==> src/rtl/simon_pkg.sv <==
// Shared types and constants for the SIMON sequencing controller and its round core.
package simon_pkg;

    typedef enum logic [2:0] {
        S_IDLE  = 3'd0,
        S_KLOAD = 3'd1,
        S_KEXP  = 3'd2,
        S_DLOAD = 3'd3,
        S_ROUND = 3'd4,
        S_OUT   = 3'd5
    } simon_state_e;

    localparam int MODE_ENC = 0;
    localparam int MODE_DEC = 1;

    // z-sequences written first bit on the left, so bit j lives at [61-j].
    localparam logic [61:0] SIMON_Z0 = 62'b11111010001001010110000111001101111101000100101011000011100110;
    localparam logic [61:0] SIMON_Z1 = 62'b10001110111110010011000010110101000111011111001001100001011010;
    localparam logic [61:0] SIMON_Z2 = 62'b10101111011100000011010010011000101000010001111110010110110011;
    localparam logic [61:0] SIMON_Z3 = 62'b11011011101011000110010111100000010010001010011100110100001111;
    localparam logic [61:0] SIMON_Z4 = 62'b11010001111001101011011000100000010111000011001010010011101111;

    // Round count for a word size n and key-word count m; 0 for unlisted pairs.
    function automatic int simon_rounds(input int n, input int m);
        int r;
        r = 0;
        case (n)
            16:      r = 32;
            24:      r = 36;
            32:      r = (m == 3) ? 42 : 44;
            48:      r = (m == 2) ? 52 : 54;
            64:      r = (m == 2) ? 68 : ((m == 3) ? 69 : 72);
            default: r = 0;
        endcase
        return r;
    endfunction

    function automatic logic simon_z_bit(input int seq, input int idx);
        logic [61:0] z;
        case (seq)
            0:       z = SIMON_Z0;
            1:       z = SIMON_Z1;
            2:       z = SIMON_Z2;
            3:       z = SIMON_Z3;
            default: z = SIMON_Z4;
        endcase
        return z[61 - (idx % 62)];
    endfunction

endpackage

==> src/rtl/simon_rnd_cnt.sv <==
// Round/key index register: preset-able up/down counter with a terminal-match flag.
module simon_rnd_cnt #(
    parameter int Cb = 5
) (
    input  logic          clk_i,
    input  logic          rst_i,
    input  logic          ld_i,
    input  logic [Cb-1:0] ld_val_i,
    input  logic          en_i,
    input  logic          up_i,
    input  logic [Cb-1:0] term_i,
    output logic [Cb-1:0] cnt_o,
    output logic          at_term_o
);

    logic [Cb-1:0] cnt_q;
    logic [Cb-1:0] cnt_d;

    always_comb begin
        cnt_d = cnt_q;
        if (ld_i) begin
            cnt_d = ld_val_i;
        end else if (en_i) begin
            cnt_d = up_i ? (cnt_q + 1'b1) : (cnt_q - 1'b1);
        end
    end

    always_ff @(posedge clk_i) begin
        if (rst_i) begin
            cnt_q <= '0;
        end else begin
            cnt_q <= cnt_d;
        end
    end

    // Compare-based terminal detect keeps T == 2**Cb legal.
    assign cnt_o     = cnt_q;
    assign at_term_o = (cnt_q == term_i);

endmodule

==> src/rtl/simon_ctrl.sv <==
// Sequencing FSM for the iterative SIMON core: key/data load handshakes,
// key-schedule and round enables, round indexing and result hand-off.
module simon_ctrl
    import simon_pkg::*;
#(
    parameter int N    = 16,
    parameter int M    = 4,
    parameter int T    = simon_rounds(N, M),
    parameter int Cb   = 5,
    parameter int MODE = MODE_ENC
) (
    input  logic          clk,
    input  logic          R,
    input  logic          newKey,
    input  logic          newData,
    output logic          loadKey,
    output logic          loadData,
    output logic          doneKey,
    output logic          doneData,
    output logic          keyLd,
    output logic          keyEn,
    output logic          blkLd,
    output logic          rndEn,
    output logic [Cb-1:0] rnd,
    output logic          outValid,
    input  logic          outReady,
    output logic          keyValid,
    output logic          busy
);

    localparam logic [Cb-1:0] RND_LAST = Cb'(T - 1);
    localparam logic [Cb-1:0] RND_KEY0 = Cb'(M);
    localparam logic [Cb-1:0] KEY_FROM = Cb'(M - 1);

    simon_state_e  state_q, state_d;
    logic          ph_q, ph_d;
    logic          key_valid_q, key_valid_d;
    logic          done_key_q, done_key_d;
    logic          done_data_q, done_data_d;

    logic          cnt_ld;
    logic [Cb-1:0] cnt_val;
    logic          cnt_en;
    logic          cnt_up;
    logic [Cb-1:0] cnt_term;
    logic          cnt_at_term;

    simon_rnd_cnt #(
        .Cb(Cb)
    ) u_rnd_cnt (
        .clk_i    (clk),
        .rst_i    (R),
        .ld_i     (cnt_ld),
        .ld_val_i (cnt_val),
        .en_i     (cnt_en),
        .up_i     (cnt_up),
        .term_i   (cnt_term),
        .cnt_o    (rnd),
        .at_term_o(cnt_at_term)
    );

    always_ff @(posedge clk) begin
        if (R) begin
            state_q     <= S_IDLE;
            ph_q        <= 1'b0;
            key_valid_q <= 1'b0;
            done_key_q  <= 1'b0;
            done_data_q <= 1'b0;
        end else begin
            state_q     <= state_d;
            ph_q        <= ph_d;
            key_valid_q <= key_valid_d;
            done_key_q  <= done_key_d;
            done_data_q <= done_data_d;
        end
    end

    always_comb begin
        state_d     = state_q;
        ph_d        = 1'b0;
        key_valid_d = key_valid_q;
        done_key_d  = 1'b0;
        done_data_d = 1'b0;
        cnt_ld      = 1'b0;
        cnt_val     = '0;
        cnt_en      = 1'b0;
        cnt_up      = 1'b1;
        cnt_term    = RND_LAST;
        case (state_q)
            S_IDLE: begin
                // Requests are level-held until their done pulse, so a request
                // seen alongside its own done pulse is the one just finished.
                if (newKey && !done_key_q) begin
                    state_d     = S_KLOAD;
                    key_valid_d = 1'b0;
                end else if (newData && key_valid_q && !done_data_q) begin
                    state_d = S_DLOAD;
                    cnt_ld  = 1'b1;
                    cnt_val = (MODE == MODE_DEC) ? RND_LAST : '0;
                end
            end
            S_KLOAD: begin
                ph_d = ~ph_q;
                if (ph_q) begin
                    if (MODE == MODE_DEC) begin
                        state_d = S_KEXP;
                        cnt_ld  = 1'b1;
                        cnt_val = RND_KEY0;
                    end else begin
                        state_d     = S_IDLE;
                        done_key_d  = 1'b1;
                        key_valid_d = 1'b1;
                    end
                end
            end
            S_KEXP: begin
                cnt_en = 1'b1;
                if (cnt_at_term) begin
                    state_d     = S_IDLE;
                    done_key_d  = 1'b1;
                    key_valid_d = 1'b1;
                    cnt_ld      = 1'b1;
                end
            end
            S_DLOAD: begin
                ph_d = ~ph_q;
                if (ph_q) begin
                    state_d = S_ROUND;
                end
            end
            S_ROUND: begin
                cnt_en   = 1'b1;
                cnt_up   = (MODE != MODE_DEC);
                cnt_term = (MODE == MODE_DEC) ? '0 : RND_LAST;
                if (cnt_at_term) begin
                    state_d = S_OUT;
                    cnt_ld  = 1'b1;
                end
            end
            S_OUT: begin
                if (outReady) begin
                    state_d     = S_IDLE;
                    done_data_d = 1'b1;
                end
            end
            default: begin
                state_d = S_IDLE;
            end
        endcase
    end

    always_comb begin
        loadKey  = 1'b0;
        loadData = 1'b0;
        keyLd    = 1'b0;
        keyEn    = 1'b0;
        blkLd    = 1'b0;
        rndEn    = 1'b0;
        outValid = 1'b0;
        doneKey  = done_key_q;
        doneData = done_data_q;
        keyValid = key_valid_q;
        busy     = (state_q != S_IDLE);
        case (state_q)
            S_KLOAD: begin
                loadKey = 1'b1;
                keyLd   = ph_q;
            end
            S_KEXP: begin
                keyEn = 1'b1;
            end
            S_DLOAD: begin
                loadData = 1'b1;
                blkLd    = ph_q;
            end
            S_ROUND: begin
                rndEn = 1'b1;
                // On-the-fly schedule only produces new words past the first M.
                keyEn = (MODE == MODE_ENC) && (rnd >= KEY_FROM);
            end
            S_OUT: begin
                outValid = 1'b1;
            end
            default: ;
        endcase
    end

endmodule

==> config.mk <==
export PLATFORM = sky130hd
export DESIGN_NAME = simon_ctrl
export DESIGN_NICKNAME = d
export VERILOG_FILES = /design/src/rtl/simon_pkg.sv /design/src/rtl/simon_rnd_cnt.sv /design/src/rtl/simon_ctrl.sv
export SDC_FILE = /design/constraint.sdc
export NUM_CORES = 1
export LEC_CHECK = 0
export BUFFER_PORTS_ARGS = -buffer_cell sky130_fd_sc_hd__buf_4
export CAP_MARGIN = 20
export CORE_MARGIN = 4
export CORE_UTILIZATION = 49
export CTS_CLUSTER_SIZE = 28
export DETAILED_ROUTE_END_ITERATION = 8
export HOLD_SLACK_MARGIN = 0.08
export PLACE_DENSITY = 0.76
export SYNTH_ARGS = -nofsm -noshare
export SYNTH_HDL_FRONTEND = slang
export SYNTH_SLANG_ARGS = --single-unit
==> constraint.sdc <==
create_clock -name clk -period 2 [get_ports clk]
set_input_delay 0.4 -clock clk [delete_from_list [all_inputs] [get_ports clk]]
set_output_delay 0.4 -clock clk [all_outputs]
set_load 0.03 [all_outputs]
==> reports/metrics.csv, run 1 <==
metric,value,unit
critical path class,flip-flop to output port,
setup violators final,0,
top post-synthesis cells by area,"dfxtp_1, a21oi_1, ha_1",
Worst EP arrival,1.49,ns
residual DRC count,0,
Seq cells post-synth,12,
first-pass GRT wire length,2.95,mm
TritonRoute pass-1 iters,4,
Setup TNS,0,ns
Yosys warnings,0,
Slew Limit Headroom,73.0,%
Synth cell types,29,
gr usage total,19.1,%
Tcrit/Tclk final,94.3,%
power density over cell area,952,nW/um^2
crit path max fanout,6,
Buffers on Ports,20,
vias in the first global route,655,
DIE AREA,2110,sq um
Boundary Pins,21,
CTS sink count,12,
syn avg cell area,8.02,sq um
CTS tree,done,
crit path time final,1.89,ns
Max Slew Vio Count,0,
grt ovf,0,
Via density,5.76,
post-route cell area,912,sq um
max frequency,530,MHz
Synth Net Count,96,
H-tree depth,1,
row count,13,
post-route insts no fill,123,
Post-synth EDFFs,0,
Crit. End Element,output port,
worst hold path class,primary input to flip-flop,
cell taking the most area after synthesis,dfxtp_1,
post-synth top area share,34.0,%
Placed Area,861,sq um
Peak VDD IR,0.555,mV
share of post-route cells with drive strength above 1,29.6,%
post-DP HPWL,1.25,mm
Detail Route Antenna Nets,0,
CP Launch Type,flip-flop,
RSZ-0062 raised after global routing,no,
routed wire length per instance,14.3,um
adder-cell share of the synthesized area,5.32,%
most instantiated cells after synthesis,"dfxtp_1, nor2_1, a21oi_1",
Bufs on Longest Clock Path,2,
"Area growth, synth to finish",29.3,%
"count leader, synth",dfxtp_1,
fraction of synthesized area in multiplexers,2.84,%
XOR/XNOR Fraction of Synth Area,3.72,%
via count,708,
pin count of the biggest net entering global routing,18,
MaxCap Viol Count,0,
Final GP Congestion,0.806,
dpl cells,119,
Clock transition at path regs,0.08,ns
leakage power,0.389,nW
largest family of logic cells by synthesized area,simple AND/OR/NAND/NOR gates,
status,completed,
initial antenna violation count,0,
simple-gate share of the synthesized area,36.9,%
Iter 0 DRT Violations,21,
Num CTS Buffers,3,
nets,117,
drt total wl,1.76,mm
clock latency on the worst-skew pair,0.28,ns
predominant post-synthesis flop cell,dfxtp_1,
utilization after layout,68.4,%
Final Hold Fails,0,
Gate Count Post-Synth,88,
area of the mapped netlist,706,sq um
root buffer cell,clkbuf_4,
Die Height,46.0,um
filler cell count,112,
Final Skew,0.00297,ns
Async SR Flop Fraction,0,%
required time of the critical path,1.60,ns
Compound-Gate Fraction of Synth Area,13.1,%
sequential fraction of the synthesis area,34.0,%
Core Region,1330,sq um
Starting Density,52.9,%
Die X,46.0,um
pin slew with the least headroom to its limit,0.401,ns
# diodes,0,
[power by group]
part | total [mW] | switching [mW] | leakage [nW] | internal, mW
clock | 0.201 | 0.0905 | 0.0210 | 0.111
sequential | 0.320 | 0.0554 | 0.0988 | 0.265
combinational | 0.347 | 0.196 | 0.270 | 0.151
total | 0.869 | 0.342 | 0.389 | 0.527
[state kept, by name, indices dropped and copies added (netlist names)]
name             flops
doneData             1
doneKey              1
keyValid             1
ph_q                 1
state_q              3
u_rnd_cnt.cnt_o      5
[placed cells by master, fill, tap and decap left out, drive strengths merged, types with 3 or more instances in the layout]
cell | synthesis | layout
a21oi | 8 | 8
buf | 3 | 21
clkbuf | 2 | 4
dfxtp | 12 | 12
ha | 3 | 3
nand2 | 5 | 5
nor2 | 10 | 10
nor2b | 5 | 5
nor3 | 6 | 6
nor3b | 3 | 3
or3 | 3 | 3
xnor2 | 3 | 3
[through the flow]
step | total power [mW] | worst slack (ns) | hold slack, ns
finish | 0.869 | 0.114 | 0.362
global route | 0.921 | 0.00293 | 0.372
CTS | 0.866 | 0.0186 | 0.364
detailed placement | 0.665 | 0.0559 | 0.527
global placement | 0.658 | 0.152 | 0.511
floorplan | 0.564 | 0.0113 | 0.461
[worst paths after layout]
kind                                         from                       to  slack (ns)  depth (start not counted)
setup / recovery  u_rnd_cnt.cnt_o[0]$_SDFFE_PP0P_                    keyEn        0.11                          6
hold / removal                                  R  state_q[2]$_SDFFE_PP0P_        0.36                          2
setup reg to reg  u_rnd_cnt.cnt_o[1]$_SDFFE_PP0P_  state_q[0]$_SDFFE_PP0P_        0.13                          7
hold reg to reg             keyValid$_SDFFE_PP0P_    keyValid$_SDFFE_PP0P_        0.55                          2
[worst max-delay path: stages, from the launching register on]
cell and delay, ns:
dfxtp_2 0.36, ha_1 0.24, nor4_2 0.16, a21oi_1 0.10, a21oi_1 0.12, nor2_1 0.05, buf_4 0.18
[what timing repair did]
action,4_1_cts,5_1_grt
setup endpoints to repair,0,3
hold buffers,0,0
resized for setup,0,5
setup buffers,0,0
[cell families (layout without fill, tap and decap cells)]
| logic type | Yosys count | in the layout |
|---|---|---|
| AO/OA/AOI/OAI | 15 | 15 |
| XOR/XNOR | 3 | 3 |
| adder cells (fa/ha/maj) | 3 | 3 |
| buffers and inverters | 7 | 27 |
| flip-flops | 12 | 12 |
| multiplexers | 2 | 2 |
| AND/OR/NAND/NOR | 46 | 46 |
[metal layers]
metal	vias up	GRT usage [%]	share of wire (%)
met5	-	0	0
met4	0	6.82	0.97
li1	352	-	-
met3	3	4.74	6.5
met1	326	26.3	46
met2	27	28.6	46
[final cells by class]
type	count	area, sq um	share of cell area, %
inverter	2	7.51	0.823
clock buffer	4	36.3	3.98
tap	15	18.8	2.06
sequential	12	244	26.7
multi-input combinational	69	448	49.1
timing repair buffer	21	158	17.3
No activity file was read; power rests on OpenSTA's default activity.
==> run 2: changes to the inputs <==
--- a/config.mk
+++ b/config.mk
@@ -7,12 +7,15 @@
 export LEC_CHECK = 0
 export BUFFER_PORTS_ARGS = -buffer_cell sky130_fd_sc_hd__buf_4
 export CAP_MARGIN = 20
+export CELL_PAD_IN_SITES_DETAIL_PLACEMENT = 1
+export CELL_PAD_IN_SITES_GLOBAL_PLACEMENT = 1
 export CORE_MARGIN = 4
-export CORE_UTILIZATION = 49
+export CORE_UTILIZATION = 35
 export CTS_CLUSTER_SIZE = 28
 export DETAILED_ROUTE_END_ITERATION = 8
 export HOLD_SLACK_MARGIN = 0.08
-export PLACE_DENSITY = 0.76
+export PLACE_DENSITY_LB_ADDON = 0.1
+export SKIP_CTS_REPAIR_TIMING = 1
 export SYNTH_ARGS = -nofsm -noshare
 export SYNTH_HDL_FRONTEND = slang
 export SYNTH_SLANG_ARGS = --single-unit
==> reports/metrics.csv, run 2 (synthesis gave the netlist of run 1 again) <==
metric,value,unit,change
H-tree depth,1,,unchanged
leakage power,0.402,nW,was 0.389 nW
Die X,52.9,um,was 46.0 um
CTS sink count,12,,unchanged
most frequent cells in the layout,"buf_4, nor2_1, dfxtp_1",,unchanged
pin slew with the least headroom to its limit,0.359,ns,was 0.401 ns
clock latency on the worst-skew pair,0.28,ns,about the same
grt ovf,0,,unchanged
Bufs on Longest Clock Path,2,,unchanged
TritonRoute pass-1 iters,4,,unchanged
crit path max fanout,4,,was 6
Detail Route Antenna Nets,0,,unchanged
"commonest non-fill, non-tap cell in the layout",buf_4,,unchanged
Tcrit/Tclk final,93.3,%,was 94.3%
Clock transition at path regs,0.08,ns,about the same
residual DRC count,0,,unchanged
nets,119,,was 117
critical path class,flip-flop to flip-flop,,was flip-flop to output port
Num CTS Buffers,3,,unchanged
setup ws final,0.135,ns,was 0.114 ns
Buffers on Ports,20,,unchanged
initial antenna violation count,0,,unchanged
CP Launch Type,flip-flop,,unchanged
MaxCap Viol Count,0,,unchanged
Final GP Congestion,0.734,,was 0.806
max frequency,536,MHz,was 530 MHz
Final Hold Fails,0,,unchanged
share of post-route cells with drive strength above 1,31.8,%,was 29.6%
DIE AREA,2800,sq um,was 2110 sq um
Via density,5.26,,was 5.76
Slew Limit Headroom,75.9,%,was 73.0%
filler cell count,247,,was 112
"Area growth, synth to finish",34.0,%,was 29.3%
drt total wl,1.99,mm,was 1.76 mm
dpl cells,131,,was 119
utilization after layout,52.0,%,was 68.4%
power density over cell area,927,nW/um^2,was 952 nW/um^2
status,completed,,unchanged
vias in the first global route,752,,was 655
Iter 0 DRT Violations,3,,was 21
max FFs per register,5,,unchanged
worst hold path class,primary input to flip-flop,,unchanged
Crit. End Element,flip-flop,,was output port
via count,710,,was 708
Die Height,52.9,um,was 46.0 um
routed wire length per instance,14.7,um,was 14.3 um
Peak VDD IR,0.562,mV,was 0.555 mV
first-pass GRT wire length,3.42,mm,was 2.95 mm
CTS tree,done,,unchanged
Worst EP arrival,2.04,ns,was 1.49 ns
required time of the critical path,2.18,ns,was 1.60 ns
Final Skew,0.00145,ns,was 0.00297 ns
total power,0.877,mW,was 0.869 mW
post-DP HPWL,1.48,mm,was 1.25 mm
root buffer cell,clkbuf_4,,unchanged
pin count of the biggest net entering global routing,18,,unchanged
Core Region,1820,sq um,was 1330 sq um
post-route insts no fill,135,,was 123
row count,15,,was 13
gr usage total,17.0,%,was 19.1%
pre-CTS worst setup slack,0.122,ns,was 0.0559 ns
setup violators final,0,,unchanged
Starting Density,38.8,%,was 52.9%
crit path time final,1.87,ns,was 1.89 ns
Max Slew Vio Count,0,,unchanged
Boundary Pins,21,,unchanged
# diodes,0,,unchanged
==> run 2: worst paths after layout <==
path	depth (start not counted)	slack, ns	start	to
setup / recovery	7	0.13	u_rnd_cnt.cnt_o[0]$_SDFFE_PP0P_	state_q[0]$_SDFFE_PP0P_
hold / removal	2	0.36	R	state_q[2]$_SDFFE_PP0P_
setup reg to reg	7	0.13	u_rnd_cnt.cnt_o[0]$_SDFFE_PP0P_	state_q[0]$_SDFFE_PP0P_
hold reg to reg	1	0.52	ph_q$_SDFF_PP0_	ph_q$_SDFF_PP0_
==> run 2: layout make-up <==
class,instances,area [sq um],share of cell area [%]
multi-input cells,69,454,48.0
flip-flops and latches,12,244,25.8
well taps,25,31.3,3.31
inverters,2,7.51,0.794
clock buffers,4,36.3,3.84
repair buffers,23,173,18.3
==> run 2: critical path: stages (launching register included) <==
cell	delay (ns)
dfxtp_1	0.35
ha_1	0.23
and3_1	0.21
ha_1	0.21
mux2i_1	0.10
a211oi_2	0.33
a21oi_1	0.11
a31o_2	0.22
==> run 2: per-layer routing <==
| metal | routed length, um | share of wire (%) | up-vias | global-route usage [%] |
|---|---|---|---|---|
| met5 | 0 | 0 | - | 0 |
| met4 | 17 | 0.86 | 0 | 5.11 |
| met3 | 124 | 6.2 | 2 | 6.76 |
| met2 | 911 | 46 | 21 | 28.5 |
| met1 | 934 | 47 | 333 | 19.8 |
| li1 | - | - | 354 | - |
==> run 2: per-stage QoR <==
| stage | hold slack (ns) | setup TNS [ns] | instance area [sq um] |
|---|---|---|---|
| after floorplan | 0.461 | 0 | 706 |
| after global placement | 0.503 | 0 | 888 |
| after detailed placement | 0.510 | 0 | 888 |
| after CTS | 0.365 | -0.00495 | 925 |
| final | 0.360 | 0 | 946 |
| after global routing | 0.351 | -0.0298 | 946 |
==> run 2: report_power, final <==
group	internal (mW)	switching, mW
logic	0.153	0.192
clock network	0.111	0.0903
registers	0.267	0.0636
